===== config.mk =====
export PLATFORM = sky130hd
export DESIGN_NAME = pool_window_feeder
export DESIGN_NICKNAME = d
export VERILOG_FILES = /design/src/rtl/pool_pkg.sv /design/src/rtl/pool_addr_gen.sv /design/src/rtl/pool_window_feeder.sv
export SDC_FILE = /design/constraint.sdc
export NUM_CORES = 1
export LEC_CHECK = 0
export CAP_MARGIN = 20
export CORE_MARGIN = 3
export CORE_UTILIZATION = 40
export DETAILED_ROUTE_END_ITERATION = 6
export PLACE_DENSITY = 0.8
export SETUP_SLACK_MARGIN = 0.2
export SLEW_MARGIN = 10
export SYNTH_ARGS = -nofsm -noshare
export SYNTH_HDL_FRONTEND = slang
export SYNTH_SLANG_ARGS = --single-unit
export TNS_END_PERCENT = 10

===== constraint.sdc =====
create_clock -name clk -period 9.7 [get_ports clk]
set_input_delay 0.97 -clock clk [delete_from_list [all_inputs] [get_ports clk]]
set_output_delay 0.97 -clock clk [all_outputs]
set_load 0.05 [all_outputs]

===== src/rtl/pool_pkg.sv =====
// Shared types and limits for the max-pool window feeder.
// Holds the FSM encoding and the legal kernel range.
package pool_pkg;
   localparam int DATA_W_DEF = 16;
   localparam int K_MIN = 2;
   localparam int K_MAX = 7;

   typedef enum logic [2:0] {
      S_IDLE,
      S_PRIME,
      S_STREAM,
      S_WRITE,
      S_FIN
   } state_t;

   function automatic logic cfg_ok(
      input int kk,
      input int mw,
      input int mh
   );
      return kk >= K_MIN && kk <= K_MAX && mw >= kk && mh >= kk;
   endfunction
endpackage


===== src/rtl/pool_addr_gen.sv =====
// Window/element counters for the pool feeder.
// Produces source read addresses and output write index.
module pool_addr_gen #(
   parameter int ADDR_W = 12,
   parameter int DIM_W  = 6
) (
   input  logic              clk,
   input  logic              rst,
   input  logic              clr,
   input  logic              step,
   input  logic              next_window,
   input  logic [2:0]        k,
   input  logic [DIM_W-1:0]  map_width,
   input  logic [DIM_W-1:0]  out_w,
   input  logic [DIM_W-1:0]  out_h,
   output logic [ADDR_W-1:0] rd_addr,
   output logic [ADDR_W-1:0] wr_addr,
   output logic              last_elem,
   output logic              last_window
);
   logic [2:0]        kx, ky;
   logic [DIM_W-1:0]  ox, oy;
   logic [ADDR_W-1:0] row, col, wr_q;
   logic              lw_q, ox_end, oy_end;

   assign ox_end = ox == out_w - DIM_W'(1);
   assign oy_end = oy == out_h - DIM_W'(1);

   assign row = ADDR_W'(oy) * ADDR_W'(k) + ADDR_W'(ky);
   assign col = ADDR_W'(ox) * ADDR_W'(k) + ADDR_W'(kx);
   assign rd_addr = row * ADDR_W'(map_width) + col;
   assign wr_addr = wr_q;
   assign last_window = lw_q;
   // element counter has wrapped: the window's final datum is on rd_data
   assign last_elem = kx == 3'd0 && ky == 3'd0;

   always_ff @(posedge clk or posedge rst) begin
      if (rst) begin
         kx   <= '0;
         ky   <= '0;
         ox   <= '0;
         oy   <= '0;
         wr_q <= '0;
         lw_q <= 1'b0;
      end else if (clr) begin
         kx   <= '0;
         ky   <= '0;
         ox   <= '0;
         oy   <= '0;
         wr_q <= '0;
         lw_q <= 1'b0;
      end else begin
         if (step) begin
            if (kx == k - 3'd1) begin
               kx <= '0;
               ky <= (ky == k - 3'd1) ? 3'd0 : ky + 3'd1;
            end else begin
               kx <= kx + 3'd1;
            end
         end
         if (next_window) begin
            wr_q <= ADDR_W'(oy) * ADDR_W'(out_w) + ADDR_W'(ox);
            lw_q <= ox_end && oy_end;
            if (ox_end) begin
               ox <= '0;
               oy <= oy_end ? '0 : oy + DIM_W'(1);
            end else begin
               ox <= ox + DIM_W'(1);
            end
         end
      end
   end
endmodule


===== src/rtl/pool_window_feeder.sv =====
// Streams KxK windows from a feature-map RAM into the pooling
// unit and writes each pooled result to the output-map RAM.
module pool_window_feeder
   import pool_pkg::*;
#(
   parameter int DATA_W = DATA_W_DEF,
   parameter int ADDR_W = 12,
   parameter int DIM_W  = 6
) (
   input  logic              clk,
   input  logic              rst,
   input  logic              start,
   input  logic [DIM_W-1:0]  map_width,
   input  logic [DIM_W-1:0]  map_height,
   input  logic [2:0]        k,
   output logic              busy,
   output logic              done,
   output logic              cfg_err,
   output logic              ack_err,
   output logic [ADDR_W-1:0] rd_addr,
   input  logic [DATA_W-1:0] rd_data_R,
   input  logic [DATA_W-1:0] rd_data_G,
   input  logic [DATA_W-1:0] rd_data_B,
   output logic              en,
   output logic [5:0]        Size,
   output logic [DATA_W-1:0] D_in_R,
   output logic [DATA_W-1:0] D_in_G,
   output logic [DATA_W-1:0] D_in_B,
   input  logic [DATA_W-1:0] Pool_out_R,
   input  logic [DATA_W-1:0] Pool_out_G,
   input  logic [DATA_W-1:0] Pool_out_B,
   input  logic              pool_ack,
   output logic              wr_en,
   output logic [ADDR_W-1:0] wr_addr,
   output logic [DATA_W-1:0] wr_data_R,
   output logic [DATA_W-1:0] wr_data_G,
   output logic [DATA_W-1:0] wr_data_B
);
   state_t           state, state_nx;
   logic [2:0]       k_q, k_div;
   logic [DIM_W-1:0] mw_q, ow_q, oh_q, ow_nx, oh_nx;
   logic             bad_q, ack_err_q, accept, good;
   logic             last_elem, last_window, step, next_window;

   assign accept = state == S_IDLE && start;
   assign good = cfg_ok(int'(k), int'(map_width), int'(map_height));
   // keep the divider defined for k=0; that config is rejected anyway
   assign k_div = (k == 3'd0) ? 3'd1 : k;
   assign ow_nx = map_width / DIM_W'(k_div);
   assign oh_nx = map_height / DIM_W'(k_div);

   assign Size = {3'b000, k_q} * {3'b000, k_q};
   assign ack_err = ack_err_q;
   assign D_in_R = rd_data_R;
   assign D_in_G = rd_data_G;
   assign D_in_B = rd_data_B;
   assign wr_data_R = Pool_out_R;
   assign wr_data_G = Pool_out_G;
   assign wr_data_B = Pool_out_B;

   always_ff @(posedge clk or posedge rst) begin
      if (rst) state <= S_IDLE;
      else     state <= state_nx;
   end

   always_ff @(posedge clk or posedge rst) begin
      if (rst) begin
         k_q       <= '0;
         mw_q      <= '0;
         ow_q      <= '0;
         oh_q      <= '0;
         bad_q     <= 1'b0;
         ack_err_q <= 1'b0;
      end else if (accept) begin
         k_q       <= k;
         mw_q      <= map_width;
         ow_q      <= ow_nx;
         oh_q      <= oh_nx;
         bad_q     <= !good;
         ack_err_q <= 1'b0;
      end else if (state == S_STREAM && pool_ack != last_elem) begin
         ack_err_q <= 1'b1;
      end
   end

   always_comb begin
      state_nx    = state;
      busy        = 1'b0;
      done        = 1'b0;
      cfg_err     = 1'b0;
      en          = 1'b0;
      wr_en       = 1'b0;
      step        = 1'b0;
      next_window = 1'b0;
      unique case (state)
         S_IDLE: begin
            if (start) state_nx = good ? S_PRIME : S_FIN;
         end
         S_PRIME: begin
            busy     = 1'b1;
            step     = 1'b1;
            state_nx = S_STREAM;
         end
         S_STREAM: begin
            busy = 1'b1;
            en   = 1'b1;
            if (last_elem) begin
               next_window = 1'b1;
               state_nx    = S_WRITE;
            end else begin
               step = 1'b1;
            end
         end
         // also primes the first read of the next window
         S_WRITE: begin
            busy     = 1'b1;
            wr_en    = 1'b1;
            step     = 1'b1;
            state_nx = last_window ? S_FIN : S_STREAM;
         end
         S_FIN: begin
            done     = 1'b1;
            cfg_err  = bad_q;
            state_nx = S_IDLE;
         end
         default: state_nx = S_IDLE;
      endcase
   end

   pool_addr_gen #(
      .ADDR_W(ADDR_W),
      .DIM_W (DIM_W)
   ) u_addr (
      .clk        (clk),
      .rst        (rst),
      .clr        (accept),
      .step       (step),
      .next_window(next_window),
      .k          (k_q),
      .map_width  (mw_q),
      .out_w      (ow_q),
      .out_h      (oh_q),
      .rd_addr    (rd_addr),
      .wr_addr    (wr_addr),
      .last_elem  (last_elem),
      .last_window(last_window)
   );
endmodule


==> results.yml, run 1 <==
pwr:
  intPower_w: 0.00109
  pwr-share-seq: 0.203
  power_density_mw_per_mm2: 240
  switching_share: 0.527
  leakage_nw: 4.78
  power_frac_clock: 0.132
  pwr-share-comb: 0.665
  power_switching_w: 0.00122
  ir_drop_mv: 0.253
sta:
  clock_skew_ns: 0.00463
  setup_tns_ns: 0
  period_share: 0.911
  holdWs_ns: 0.489
  final-hold-violation-count: 0
  rsz0062_at_grt: "no"
  max_freq_ghz: 0.113
  relSlewSlack: 0.512
  timing.final.crit_period_ns: 8.84
  setup_violations: 0
  slew_violations: 0
  tightest_slew_ns: 0.732
critical_path:
  rrSetupSlack_ns: 5.16
  worstSetupStartpointType: "register"
  cp.required_ns: 8.73
  arrival_ns: 7.87
  path_class: "reg2out"
  crit_fanout: 17
  cp-end-kind: "primary output"
cells_and_area:
  nNetsFinal: 1357
  areaGrowthSynthToFinish_pct: 3.78
  layout-drive-gt1-share: 0.0399
  antenna_cells: 0
  multiInputGateArea_mm2: 0.00649
  fillers: 2181
  register_area_mm2: 0.00143
yosys:
  synthFlopType: "dfrtp_1"
  async_reset_ff_frac: 1.00
  yosysWarnings: 0
  syn_inst: 1116
  synth-seq-cells: 57
  syn_nets: 1425
  synth_edf_count: 0
  ys_seq_area_frac: 0.153
  synth_area_mm2: 0.00930
  synth_cell_types: 73
  synth_area_per_cell_um2: 8.34
grt:
  antenna_found_initial: 0
  grt_pass1_vias: 7087
  grt_usage: 0.158
  gr-total-overflow: 0
  grt_first_pass_wirelength_um: 33000
  grt_max_degree: 58
clock_network:
  cts_tree: "yes"
  clk_latency_ns: 0.33
  cts_buffers: 9
  clkTransAtPathRegs_ns: 0.06
  htreeDepth: 3
  cts.sinks: 57
  ctsHoldBuffers: 0
  cts_root_buf: "clkbuf_16"
  postCtsSetupRepairBufs: 0
  ctsResizeCount: 0
  clock_path_buffers: 2
drt:
  ant_nets: 0
  wire_per_inst_um: 14.1
  wirelength_um: 19200
  drtIter0Drc: 404
  firstDrtPassIters: 5
  via_count: 7097
  drc: 0
  viasPerCell: 5.20
floorplan:
  dieArea_mm2: 0.0251
  die_h_um: 159
  initial_core_util: 0.408
  die_width_um: 159
  core_area_mm2: 0.0228
  ios: 247
  rows: 55
run_status:
  status: "finished clean"
placed_design:
  dp_hpwl_um: 15300
  portBuffers: 53
  gp_congestion: 0.871
worst_hold_path:
  hold_path.class: "reg2reg"
run:
  drv_cap: 0
final cells by class:
class | count | area share
multi-input cells | 791 | 0.672
flip-flops and latches | 57 | 0.148
repair buffers | 58 | 0.0588
inverters | 131 | 0.0509
well taps | 313 | 0.0406
clock buffers | 10 | 0.0248
clock inverters | 6 | 0.00518
flip-flops by register name, indices dropped and copies added (netlist names):
register / flops
u_addr.wr_addr: 12
oh_q: 6
u_addr.oy: 6
u_addr.ox: 6
ack_err: 1
ow_q: 6
k_q: 3
mw_q: 6
u_addr.kx: 3
state: 3
u_addr.last_window: 1
u_addr.ky: 3
bad_q: 1
through the flow:
stage | instances | area [um2] | utilization | power (W) | setup slack, ns
after floorplan | 1116 | 9300 | - | 0.00172 | 1.88
after global routing | 1366 | 9650 | 0.424 | 0.00251 | 0.407
final | 1366 | 9650 | 0.424 | 0.00231 | 0.859
after global placement | 1350 | 9370 | 0.411 | 0.00196 | 1.41
after detailed placement | 1350 | 9370 | 0.411 | 0.00201 | 1.20
after CTS | 1366 | 9650 | 0.424 | 0.00233 | 0.838
per-layer routing:
layer | wire length [um] | vias up | GRT usage
met5 | 0 | - | 0
met4 | 469 | 0 | 0.0524
met3 | 1050 | 46 | 0.0245
met2 | 9100 | 194 | 0.260
met1 | 8570 | 3435 | 0.212
li1 | - | 3422 | -
cells in the final DEF, fill, tap and decap left out, types with 3 or more instances in the layout:
cell	Yosys	routed
a211oi_1	3	3
a21o_1	15	15
a21oi_1	50	50
a31oi_1	7	7
and2_1	57	57
and3_1	5	5
buf_4	98	5
clkbuf_16	0	9
clkdlybuf4s50_1	0	53
dfrtp_1	57	57
fa_1	67	67
ha_1	127	127
inv_1	131	130
inv_6	0	3
mux2_2	3	3
mux2i_1	3	3
nand2_1	123	123
nand2b_1	15	15
nand3_1	22	22
nor2_1	51	51
nor2b_1	14	14
nor3_1	14	14
nor4_1	3	3
nor4b_1	4	3
o21a_1	9	9
o21ai_0	62	62
o21bai_1	4	4
o31ai_1	4	4
or3_1	4	4
xnor2_1	47	47
xor2_1	22	22
critical path, cell delays in order (launching register included):
cell and delay [ns]:
dfrtp_1 0.54, and2_1 0.24, fa_1 0.53, inv_1 0.05, fa_1 0.56, inv_1 0.06, ha_1 0.31, a211oi_1 0.29
o21bai_1 0.11, a21oi_1 0.23, a21oi_1 0.12, xor2_1 0.29, nand2_1 0.12, fa_1 0.52, fa_1 0.45, fa_1 0.53
fa_1 0.55, inv_1 0.04, ha_1 0.34, a21oi_1 0.16, o21ai_0 0.14, a21o_1 0.20, a21oi_1 0.19, xnor2_1 0.15
clkdlybuf4s50_1 0.82
path summary, 6_finish.rpt:
check | startpoint | end | cells after the start
max | k_q[2]$_DFFE_PP0P_ | rd_addr[11] | 24
min | u_addr.wr_addr[11]$_DFFE_PP0P_ | u_addr.wr_addr[11]$_DFFE_PP0P_ | 2
max reg2reg | u_addr.oy[3]$_DFFE_PP0P_ | u_addr.wr_addr[11]$_DFFE_PP0P_ | 14
min reg2reg | u_addr.wr_addr[11]$_DFFE_PP0P_ | u_addr.wr_addr[11]$_DFFE_PP0P_ | 2
max in group asynchronous | rst | ow_q[5]$_DFFE_PP0P_ | 3
min in group asynchronous | rst | u_addr.wr_addr[3]$_DFFE_PP0P_ | 3
cell families after synthesis:
group,share of synthesized area
and+or+nand+nor,0.179
buffers and inverters,0.150
adders and majority gates,0.315
AOI/OAI and AO/OA,0.122
xor gates and xnor gates,0.0703
DFF,0.153
muxes,0.0101
other,0.000403
power groups by stage:
stage / Combinational (W) / Sequential, W / Clock (W)
CTS: 0.00155 / 0.000468 / 0.000306
global placement: 0.00149 / 0.000466 / 0
global route: 0.00170 / 0.000487 / 0.000318
detailed placement: 0.00154 / 0.000472 / 0
floorplan: 0.00130 / 0.000411 / 0
finish: 0.00154 / 0.000470 / 0.000304
Yosys cell counts, types with 3 or more instances:
| master | n | area share |
|---|---|---|
| a211oi_1 | 3 | 0.0024 |
| nor4b_1 | 4 | 0.0038 |
| a21oi_1 | 50 | 0.027 |
| or3_1 | 4 | 0.0027 |
| a21o_1 | 15 | 0.012 |
| buf_2 | 5 | 0.0027 |
| o21a_1 | 9 | 0.0073 |
| nor3_1 | 14 | 0.0075 |
| a31oi_1 | 7 | 0.0047 |
| nor2_1 | 51 | 0.021 |
| mux2_2 | 3 | 0.0036 |
| xor2_1 | 22 | 0.021 |
| o31ai_1 | 4 | 0.0032 |
| nand2b_1 | 15 | 0.010 |
| and2_1 | 57 | 0.038 |
| fa_1 | 67 | 0.14 |
| nand3_1 | 22 | 0.012 |
| o21bai_1 | 4 | 0.0032 |
| and3_1 | 5 | 0.0034 |
| mux2i_1 | 3 | 0.0032 |
| nor4_1 | 3 | 0.0020 |
| clkbuf_1 | 32 | 0.013 |
| nand2_1 | 123 | 0.050 |
| dfrtp_1 | 57 | 0.15 |
| xnor2_1 | 47 | 0.044 |
| buf_4 | 98 | 0.079 |
| o21ai_0 | 62 | 0.033 |
| inv_1 | 131 | 0.053 |
| ha_1 | 127 | 0.17 |
| nor2b_1 | 14 | 0.0094 |
(Power assumes the default switching activity.)
==> run 2: changes to the inputs <==
Settings changed: ABC_CLOCK_PERIOD_IN_PS set to 9700, CORE_MARGIN 3 to unset.
==> run 2 against run 1 <==
Net effect: final area is 0.41% lower; flip-flop and latch count stayed put; register-to-register slack improved by 0.03 ns; routed wire length rose by 1.9%; critical path type unchanged; critical endpoint unchanged; highest routed layer unchanged.
==> results.yml, run 2 (same netlist as run 1, synthesis figures left out) <==
critical_path:
  cp-end-kind: "primary output"
  crit_fanout: 14
  cp.required_ns: 8.73
  path_class: "reg2out"
  arrival_ns: 7.81
  rrSetupSlack_ns: 5.19
  worstSetupStartpointType: "register"
floorplan:
  core_area_mm2: 0.0227
  dieArea_mm2: 0.0239
  initial_core_util: 0.410
  die_h_um: 155
  ios: 247
  rows: 55
  die_width_um: 155
drt:
  viasPerCell: 5.31
  wirelength_um: 19600
  wire_per_inst_um: 14.6
  drtIter0Drc: 328
  firstDrtPassIters: 4
  via_count: 7093
  drc: 0
  ant_nets: 0
pwr:
  ir_drop_mv: 0.324
  leakage_nw: 4.79
  power_density_mw_per_mm2: 242
  finalPower_w: 0.00232
clock_network:
  clock_path_buffers: 2
  postCtsSetupRepairBufs: 0
  ctsResizeCount: 0
  clkTransAtPathRegs_ns: 0.05
  cts_root_buf: "clkbuf_16"
  cts_tree: "yes"
  cts_buffers: 9
  cts.sinks: 57
  clk_latency_ns: 0.33
  ctsHoldBuffers: 0
  htreeDepth: 3
grt:
  gr-total-overflow: 0
  grt_first_pass_wirelength_um: 33700
  grt_max_degree: 58
  antenna_found_initial: 0
  grt_pass1_vias: 7182
  grt_usage: 0.171
placed_design:
  post_dp_cell_area_mm2: 0.00933
  pre_cts_ws_ns: 1.26
  dp_hpwl_um: 15400
  portBuffers: 53
  gp_congestion: 0.877
cells_and_area:
  multiInputGateArea_mm2: 0.00649
  layout-drive-gt1-share: 0.0381
  antenna_cells: 0
  register_area_mm2: 0.00143
  layout_commonest_cell: "inv_1"
  final_cell_mix: "inv_1 (130), ha_1 (127), nand2_1 (123), fa_1 (67), o21ai_0 (62)"
  largest_reg_flops: 12
  final_area_mm2: 0.00961
  fillers: 2202
  nNetsFinal: 1357
  areaGrowthSynthToFinish_pct: 3.35
sta:
  clock_skew_ns: 0.00506
  tightest_slew_ns: 0.820
  holdWs_ns: 0.496
  relSlewSlack: 0.453
  final-hold-violation-count: 0
  timing.final.crit_period_ns: 8.78
  setup_violations: 0
  period_share: 0.906
  max_freq_ghz: 0.114
  setup_ws_ns: 0.916
  rsz0062_at_grt: "no"
  slew_violations: 0
  setup_tns_ns: 0
worst_hold_path:
  hold_path.class: "reg2reg"
run:
  drv_cap: 0
run_status:
  status: "finished clean"
run 2: critical path, stage by stage, from the launching register on:
cell and delay, ns:
dfrtp_1 0.52, and2_1 0.25, fa_1 0.53, inv_1 0.05
fa_1 0.51, fa_1 0.47, nor2b_1 0.17, o21ai_0 0.09
a21oi_1 0.38, and2_1 0.21, fa_1 0.40, inv_1 0.07
fa_1 0.43, fa_1 0.54, inv_1 0.05, fa_1 0.48
ha_1 0.35, inv_1 0.07, o21bai_1 0.06, a21oi_1 0.27
o21ai_0 0.19, a21o_1 0.21, a21oi_1 0.19, xnor2_1 0.15
clkdlybuf4s50_1 0.82
run 2: layout make-up:
cell class,count,area share
Tap cell,285,0.0371
Clock buffer,10,0.0249
Inverter,131,0.0511
Clock inverter,4,0.00469
Sequential cell,57,0.148
Timing Repair Buffer,58,0.0591
Multi-Input combinational cell,791,0.675
run 2: power breakdown:
| group | internal (W) | switching [W] | total (W) |
|---|---|---|---|
| Combinational | 0.000596 | 0.000942 | 0.00154 |
| Clock | 0.000201 | 0.000109 | 0.000310 |
| Sequential | 0.000314 | 0.000162 | 0.000475 |
run 2: path summary, 6_finish.rpt:
kind,from,end,depth (start not counted)
worst min-delay path,oh_q[5]$_DFFE_PP0P_,oh_q[5]$_DFFE_PP0P_,2
worst max-delay path,u_addr.oy[0]$_DFFE_PP0P_,rd_addr[11],24
worst max register to register,u_addr.oy[2]$_DFFE_PP0P_,u_addr.wr_addr[10]$_DFFE_PP0P_,16
min in group asynchronous,rst,u_addr.wr_addr[3]$_DFFE_PP0P_,3
worst min register to register,oh_q[5]$_DFFE_PP0P_,oh_q[5]$_DFFE_PP0P_,2
max in group asynchronous,rst,u_addr.ox[5]$_DFFE_PP0P_,3
run 2: routing by layer:
layer	GRT usage	part of all wire	vias to the layer above
met3	0.0272	0.056	43
met5	0	0	-
met1	0.219	0.44	3448
met2	0.288	0.48	191
li1	-	-	3411
met4	0.0669	0.028	0
run 2: per-stage QoR:
step,util,instances
3_3_place_gp,0.411,1322
6_report,0.423,1336
5_1_grt,0.423,1336
4_1_cts,0.423,1336
2_1_floorplan,-,1116
3_5_place_dp,0.411,1322
==> run 3: changes to the inputs <==
Settings changed: CORE_UTILIZATION 40 to 34, PLACE_DENSITY 0.8 to 0.71.
==> run 3 against run 2 <==
Net effect: routed wire length is 0.86% lower; critical path depth is the same; flip-flop and latch count unchanged; count of clock-buffer cells in the layout down 1; fmax hardly changed; critical path type unchanged.
==> results.yml, run 3 (same netlist as run 1, synthesis figures left out) <==
grt:
  grt_usage: 0.143
  grt_pass1_vias: 6946
  grt_first_pass_wirelength_um: 33300
  grt_max_degree: 58
  antenna_found_initial: 0
  gr-total-overflow: 0
pwr:
  power_switching_w: 0.00122
  ir_drop_mv: 0.221
  leakage_nw: 4.79
  power_density_mw_per_mm2: 239
  switching_share: 0.523
  pwr-share-comb: 0.660
  intPower_w: 0.00111
  pwr-share-seq: 0.204
  power_frac_clock: 0.136
clock_network:
  clock_path_buffers: 2
  cts_tree: "yes"
  clk_latency_ns: 0.33
  cts_buffers: 9
  postCtsSetupRepairBufs: 0
  ctsResizeCount: 0
  clkTransAtPathRegs_ns: 0.05
  cts.sinks: 57
  cts_root_buf: "clkbuf_16"
  htreeDepth: 3
  ctsHoldBuffers: 0
cells_and_area:
  layout-drive-gt1-share: 0.0408
  layout_commonest_cell: "inv_1"
  antenna_cells: 0
  largest_reg_flops: 12
  fillers: 2736
  areaGrowthSynthToFinish_pct: 4.32
  finalNonFillerCells: 1395
  nNetsFinal: 1358
  final_area_mm2: 0.00970
  final_cell_mix: "inv_1 (130), ha_1 (127), nand2_1 (123), fa_1 (67), o21ai_0 (62)"
run_status:
  status: "finished clean"
worst_hold_path:
  whs_path_depth: 2
  hold_path.class: "reg2reg"
sta:
  timing.final.crit_period_ns: 8.78
  rsz0062_at_grt: "no"
  setup_tns_ns: 0
  final-hold-violation-count: 0
  setup_violations: 0
  slew_violations: 0
  max_freq_ghz: 0.114
  clock_skew_ns: 0.00379
  tightest_slew_ns: 0.737
  period_share: 0.905
  relSlewSlack: 0.496
drt:
  wire_per_inst_um: 13.9
  ant_nets: 0
  drc: 0
  viasPerCell: 5.01
  wirelength_um: 19400
  firstDrtPassIters: 7
  drtIter0Drc: 408
  via_count: 6990
floorplan:
  rows: 60
  initial_core_util: 0.346
  die_width_um: 167
  dieArea_mm2: 0.0280
  core_area_mm2: 0.0269
  die_h_um: 167
  ios: 247
placed_design:
  gp_congestion: 0.835
  portBuffers: 53
  dp_hpwl_um: 15700
  post_dp_cell_area_mm2: 0.00941
  dp.cells: 1379
run:
  drv_cap: 0
critical_path:
  arrival_ns: 7.81
  r2r_cells: 16
  crit_fanout: 14
  rrSetupSlack_ns: 5.13
  path_class: "reg2out"
  cp-end-kind: "primary output"
  worstSetupStartpointType: "register"
  cp.required_ns: 8.73
[run 3: changes by cell type in the layout (fill, tap and decap cells not counted)]
cell / previous run / this run
clkbuf_8: 1 / 0
clkinv_2: 3 / 2
buf_4: 5 / 6
clkinvlp_4: 0 / 3
clkinv_4: 0 / 1
[run 3: worst paths after layout]
path / to / start
worst max-delay path: rd_addr[11] / u_addr.oy[0]$_DFFE_PP0P_
worst min-delay path: oh_q[5]$_DFFE_PP0P_ / oh_q[5]$_DFFE_PP0P_
worst max register to register: u_addr.wr_addr[10]$_DFFE_PP0P_ / u_addr.oy[2]$_DFFE_PP0P_
worst min register to register: oh_q[5]$_DFFE_PP0P_ / oh_q[5]$_DFFE_PP0P_
max in group asynchronous: oh_q[1]$_DFFE_PP0P_ / rst
min in group asynchronous: u_addr.wr_addr[3]$_DFFE_PP0P_ / rst
[run 3: stage by stage]
stage / hold slack, ns / util / power, W / worst slack [ns]
floorplan: 0.460 / - / 0.00172 / 1.88
global placement: 0.479 / 0.350 / 0.00197 / 1.40
detailed placement: 0.480 / 0.350 / 0.00202 / 1.28
CTS: 0.492 / 0.361 / 0.00234 / 0.902
global route: 0.536 / 0.361 / 0.00252 / 0.410
finish: 0.483 / 0.361 / 0.00232 / 0.917
[run 3: routing by layer]
layer  GRT usage  wire length, um
met3      0.0236              717
met5           0                0
met2       0.242             9420
met4      0.0287              167
met1       0.191             9080
[run 3: critical path: stages, from the launching register on]
cell,delay (ns)
dfrtp_1,0.53
and2_1,0.26
fa_1,0.53
inv_1,0.05
fa_1,0.51
fa_1,0.47
nor2b_1,0.17
o21ai_0,0.10
a21oi_1,0.38
and2_1,0.21
fa_1,0.41
inv_1,0.08
fa_1,0.43
fa_1,0.54
inv_1,0.05
fa_1,0.47
ha_1,0.35
inv_1,0.07
o21bai_1,0.08
a21oi_1,0.24
o21ai_0,0.19
a21o_1,0.21
a21oi_1,0.19
xnor2_1,0.15
clkdlybuf4s50_1,0.82
[run 3: final cells by class]
| cell class | instances | area, um2 | share of cell area |
|---|---|---|---|
| Tap cell | 341 | 427 | 0.0440 |
| Clock inverter | 7 | 71.3 | 0.00735 |
| Multi-Input combinational cell | 791 | 6490 | 0.669 |
| Clock buffer | 9 | 225 | 0.0232 |
| Timing Repair Buffer | 59 | 576 | 0.0593 |
| Sequential cell | 57 | 1430 | 0.147 |
| Inverter | 131 | 492 | 0.0507 |
[run 3: power by group through the flow]
| stage | logic [W] | clock network (W) | registers [W] |
|---|---|---|---|
| 2_1_floorplan | 0.00130 | 0 | 0.000411 |
| 3_3_place_gp | 0.00150 | 0 | 0.000473 |
| 3_5_place_dp | 0.00154 | 0 | 0.000476 |
| 4_1_cts | 0.00155 | 0.000318 | 0.000472 |
| 5_1_grt | 0.00170 | 0.000330 | 0.000493 |
| 6_report | 0.00153 | 0.000315 | 0.000474 |
==> edit 1: new RTL, config.mk and constraints of run 1 <==
Register the output `cfg_err`, without a reset; this adds one clock of latency there. The other outputs are not delayed to match.
--- a/src/rtl/pool_window_feeder.sv
+++ b/src/rtl/pool_window_feeder.sv
@@ -36,6 +36,8 @@
    output logic [DATA_W-1:0] wr_data_G,
    output logic [DATA_W-1:0] wr_data_B
 );
+
+   logic cfg_err_d;
    state_t           state, state_nx;
    logic [2:0]       k_q, k_div;
    logic [DIM_W-1:0] mw_q, ow_q, oh_q, ow_nx, oh_nx;
@@ -87,7 +89,7 @@
       state_nx    = state;
       busy        = 1'b0;
       done        = 1'b0;
-      cfg_err     = 1'b0;
+      cfg_err_d   = 1'b0;
       en          = 1'b0;
       wr_en       = 1'b0;
       step        = 1'b0;
@@ -120,7 +122,7 @@
          end
          S_FIN: begin
             done     = 1'b1;
-            cfg_err  = bad_q;
+            cfg_err_d = bad_q;
             state_nx = S_IDLE;
          end
          default: state_nx = S_IDLE;
@@ -145,5 +147,9 @@
       .last_elem  (last_elem),
       .last_window(last_window)
    );
+   always_ff @(posedge clk) begin
+      cfg_err <= cfg_err_d;
+   end
+
 endmodule
 
Check against the original RTL: not equivalent (a bounded check fails within 4 cycles, from zero or initial values and one cycle with rst high).
==> edit 1 against run 1 <==
- core utilization grew 0.21 points
- routed wire length is 2.4% higher
- critical path type unchanged
- design area is 0.49% higher
- synthesized area is 0.48% higher
- power increased by 2.9%
- sequential share of layout area grew 0.13 points
- largest cell class unchanged
- worst setup slack got worse by 0.17 ns
- sequential cell count is 1 higher
- die area grew 0.47%
==> edit 1: results (changes against run 1) <==
layout:
  share_of_cell_area_taken_by_multi_input_logic_gates: 0.672  # about the same
  fillers: 2196  # +0.69%
  final_layout_size_suffix_gt1_frac: 0.0350  # -0.00491
  layout.comb_gates.multi_input: 799  # +1.0%
  nNonClkInverters: 128  # -2.3%
  fraction_of_area_in_registers: 0.149  # +0.00134
  area_share_clock_buf_inv: 0.0303  # +0.000369
yosys:
  yosysSeqAreaShare: 0.155  # +0.00140
  netlist_instances: 1124  # +0.72%
  most_frequent_cells_after_synthesis: "nand2_1 (130), inv_1 (128), ha_1 (127)"
detailed_routing:
  met1_length_um: 8530  # -0.47%
  avgRoutedWirePerCell_um: 14.3  # +2.0%
  detail_route.wirelength_um: 19700  # +2.4%
  dr_wl_met3_um: 921  # -13%
worst_setup_path:
  crit_path_max_incr_delay_ns: 0.80  # -0.02 ns
grt:
  met2_resource_use_gr: 0.273  # +0.0126
  grtUsageMet3: 0.0271  # +0.00267
  first_global_vias: 7369  # +4.0%
  grt_use_met1: 0.198  # -0.0140
  global_route_wire_length_before_repair_um: 33900  # +3.0%
  globalRouteTotalUtil: 0.158  # about the same
place:
  dp.final_hpwl_um: 15600  # +1.6%
  last_weighted_congestion_value_of_the_routability_driven_placer: 0.863  # -0.83%
  place_worst_setup_slack_ns: 1.03  # -0.177 ns
power_and_ir_drop:
  static_leakage_uw: 0.00476  # -0.45%
  vdd_drop_max_v: 0.000401  # +59%
timing:
  clock-skew-final_ns: 0.00672  # +0.00209 ns
outcome:
  run_status: "finished clean"
==> edit 1: changes by cell type after synthesis, sizes merged, moves of 4 or more <==
cell | before | now
a21oi | 50 | 40
o21ai | 65 | 56
xnor2 | 48 | 56
clkbuf | 32 | 38
nand2 | 124 | 130
buf | 105 | 101
nor2 | 51 | 55
o31ai | 4 | 8
xor2 | 22 | 18
==> edit 1: worst paths after layout <==
kind / from / end / slack [ns] / depth (start not counted)
max: k_q[2]$_DFFE_PP0P_ / rd_addr[11] / 0.69 / 26
min in group asynchronous: rst / bad_q$_DFFE_PP0P_ / 1.18 / 3
min: u_addr.wr_addr[10]$_DFFE_PP0P_ / u_addr.wr_addr[10]$_DFFE_PP0P_ / 0.49 / 2
max reg2reg: u_addr.oy[3]$_DFFE_PP0P_ / u_addr.wr_addr[11]$_DFFE_PP0P_ / 5.24 / 14
max in group asynchronous: rst / k_q[0]$_DFFE_PP0P_ / 8.03 / 3
min reg2reg: u_addr.wr_addr[10]$_DFFE_PP0P_ / u_addr.wr_addr[10]$_DFFE_PP0P_ / 0.49 / 2
==> edit 1: cell families after synthesis <==
| kind of cell | count (synthesis) | share of synthesized area |
|---|---|---|
| xor gates and xnor gates | 75 | 0.0717 |
| and+or+nand+nor | 341 | 0.178 |
| adders and majority gates | 194 | 0.313 |
| buffers and inverters | 267 | 0.148 |
| muxes | 11 | 0.0129 |
| AOI/OAI and AO/OA | 177 | 0.121 |
| DFF | 58 | 0.155 |
| other | 1 | 0.000401 |
==> edit 1: through the flow <==
step            util  instance area (um2)  hold WS (ns)
2_1_floorplan      -                 9350         0.460
3_3_place_gp   0.413                 9410         0.480
3_5_place_dp   0.413                 9410         0.482
4_1_cts        0.426                 9700         0.493
5_1_grt        0.426                 9700         0.536
6_report       0.426                 9700         0.491
==> edit 2: new RTL, settings of run 1 <==
Without the edit above. `ADDR_W` is set to 12 in 2 places; all go to 13.
--- a/src/rtl/pool_addr_gen.sv
+++ b/src/rtl/pool_addr_gen.sv
@@ -1,7 +1,7 @@
 // Window/element counters for the pool feeder.
 // Produces source read addresses and output write index.
 module pool_addr_gen #(
-   parameter int ADDR_W = 12,
+   parameter int ADDR_W = 13,
    parameter int DIM_W  = 6
 ) (
    input  logic              clk,
--- a/src/rtl/pool_window_feeder.sv
+++ b/src/rtl/pool_window_feeder.sv
@@ -4,7 +4,7 @@
    import pool_pkg::*;
 #(
    parameter int DATA_W = DATA_W_DEF,
-   parameter int ADDR_W = 12,
+   parameter int ADDR_W = 13,
    parameter int DIM_W  = 6
 ) (
    input  logic              clk,
Ports: changed (resized rd_addr and wr_addr); port bits go from 247 to 249. The function was not compared with the original's and may differ.
==> edit 2 against run 1 <==
- power increased by 64%
- sequential power increased by 12%
- clock power increased by 13%
- critical path depth decreased by 1
- sequential cell count increased by 1
- synthesized area increased by 3.5%
- worst setup slack got worse by 0.027 ns
- via count increased by 6.2%
- design area increased by 4.0%
- routed wire length increased by 6.7%
==> edit 2: results (changes against run 1) <==
yosys:
  synthesis.nets: 1487  # +4.4%
  asr_flop_ratio_synth: 1.00  # unchanged
  yosysSeqAreaShare: 0.151  # -0.00264
  most_frequent_cells_after_synthesis: "nand2_1 (149), ha_1 (133), inv_1 (133)"
  synthTopCellsByArea: "ha_1 (17%), dfrtp_1 (15%), fa_1 (15%)"
  synth_cell_type_count: 73  # unchanged
layout:
  final_layout_size_suffix_gt1_frac: 0.0426  # +0.00276
  fillers: 2334  # +7.0%
  fin_nets: 1416  # +4.3%
  largest_reg_flops: 13  # +1
  insertedDiodeCount: 0  # unchanged
grt:
  grt_start_max_net_pins: 59  # +1.7%
  first_global_vias: 7430  # +4.8%
  grt_use_met1: 0.210  # -0.00198
  met2_resource_use_gr: 0.265  # +0.00469
  global_route_wire_length_before_repair_um: 34800  # +5.5%
  globalRouteTotalUtil: 0.158  # +0.000793
  grtUsageMet3: 0.0321  # +0.00760
worst_setup_path:
  arrival_time_of_data_at_the_critical_path_endpoint_ns: 7.90  # +0.03 ns
  worst_path_dominant_cell_family: "adder cells"
  crit_path_max_incr_delay_ns: 0.82  # about the same
  cp_max_fo: 18  # +1
timing:
  worst_slew_pin_slew_ns: 0.762  # +0.0302 ns
  clock-skew-final_ns: 0.00732  # +0.00269 ns
place:
  dp.final_hpwl_um: 16300  # +6.2%
  port_buffers: 55  # +3.8%
  place_worst_setup_slack_ns: 1.07  # -0.134 ns
  last_weighted_congestion_value_of_the_routability_driven_placer: 0.856  # -1.7%
clock_tree:
  tritoncts.num_buffers: 9  # unchanged
  post-cts-setup-buffer-count: 0  # unchanged
  clock_tree.buffer_depth: 2  # unchanged
  cts.htree.levels: 3  # unchanged
detailed_routing:
  first_pass_iters: 7  # +2
  route.detailed.vias_per_inst: 5.30  # +2.0%
  drtIter0Drc: 415  # +2.7%
  detail_route.wirelength_um: 20500  # +6.7%
outcome:
  run_status: "finished clean"
power_and_ir_drop:
  vdd_drop_max_v: 0.000398  # +57%
  static_leakage_uw: 0.00491  # +2.6%
-- edit 2: cell types whose count changed in the layout (fill, tap and decap cells not counted), sizes merged, moves of 4 or more --
cell,run 1,this run
nand2,124,149
and2,57,45
a21oi,50,44
ha,127,133
xor2,22,16
mux2,5,10
nand2b,15,20
nand3,22,27
o31ai,4,9
o211ai,2,6
xnor2,48,52
-- edit 2: cell families (layout without fill, tap and decap cells) --
| kind of cell | after synthesis | after routing | synth area share |
|---|---|---|---|
| AOI/OAI and AO/OA | 189 | 189 | 0.125 |
| xor gates and xnor gates | 68 | 68 | 0.0618 |
| adders and majority gates | 203 | 203 | 0.318 |
| buffers and inverters | 276 | 209 | 0.147 |
| DFF | 58 | 58 | 0.151 |
| muxes | 12 | 12 | 0.0142 |
| other | 1 | 1 | 0.000389 |
| and+or+nand+nor | 362 | 362 | 0.183 |
-- edit 2: power breakdown --
group	leakage, uW	switching [uW]	total (uW)	internal, uW
sequential	0.000750	197	528	331
clock	0.000158	112	342	230
combinational	0.00400	1780	2920	1140
-- edit 2: per-stage QoR --
stage          cells  area [um2]  hold WS [ns]
6_report        1421       10000         0.490
2_1_floorplan   1169        9630         0.458
4_1_cts         1421       10000         0.490
3_5_place_dp    1406        9720         0.478
3_3_place_gp    1406        9720         0.473
5_1_grt         1421       10000         0.533
-- edit 2: per-layer routing --
| metal | vias to the layer above | share of wire |
|---|---|---|
| li1 | 3614 | - |
| met5 | - | 0 |
| met4 | 0 | 0.015 |
| met2 | 217 | 0.48 |
| met3 | 30 | 0.058 |
| met1 | 3673 | 0.45 |
-- edit 2: final timing paths --
kind	end	slack, ns	startpoint	cells after the start
min in group asynchronous	u_addr.wr_addr[2]$_DFFE_PP0P_	1.16	rst	3
max in group asynchronous	state[2]$_DFFE_PP0P_	8.05	rst	3
max	rd_addr[11]	0.83	k_q[0]$_DFFE_PP0P_	23
min reg2reg	u_addr.wr_addr[10]$_DFFE_PP0P_	0.49	u_addr.wr_addr[10]$_DFFE_PP0P_	2
min	u_addr.wr_addr[10]$_DFFE_PP0P_	0.49	u_addr.wr_addr[10]$_DFFE_PP0P_	2
max reg2reg	u_addr.wr_addr[10]$_DFFE_PP0P_	4.98	u_addr.oy[3]$_DFFE_PP0P_	15
-- edit 2: worst reg2reg max path: cells and delay by family, from the launching register on --
kind	cells	cell delay, ns
xor gates and xnor gates	1	0.18
buffers and inverters	2	0.10
and+or+nand+nor	3	0.67
adders and majority gates	5	2.34
AOI/OAI and AO/OA	4	0.70
DFF	1	0.57
-- edit 2: area by class of cell --
cell class | count | share of cell area
multi-input combinational | 835 | 0.675
sequential | 58 | 0.145
timing repair buffer | 60 | 0.0588
inverter | 134 | 0.0501
tap | 319 | 0.0398
clock buffer | 10 | 0.0238
clock inverter | 5 | 0.00785
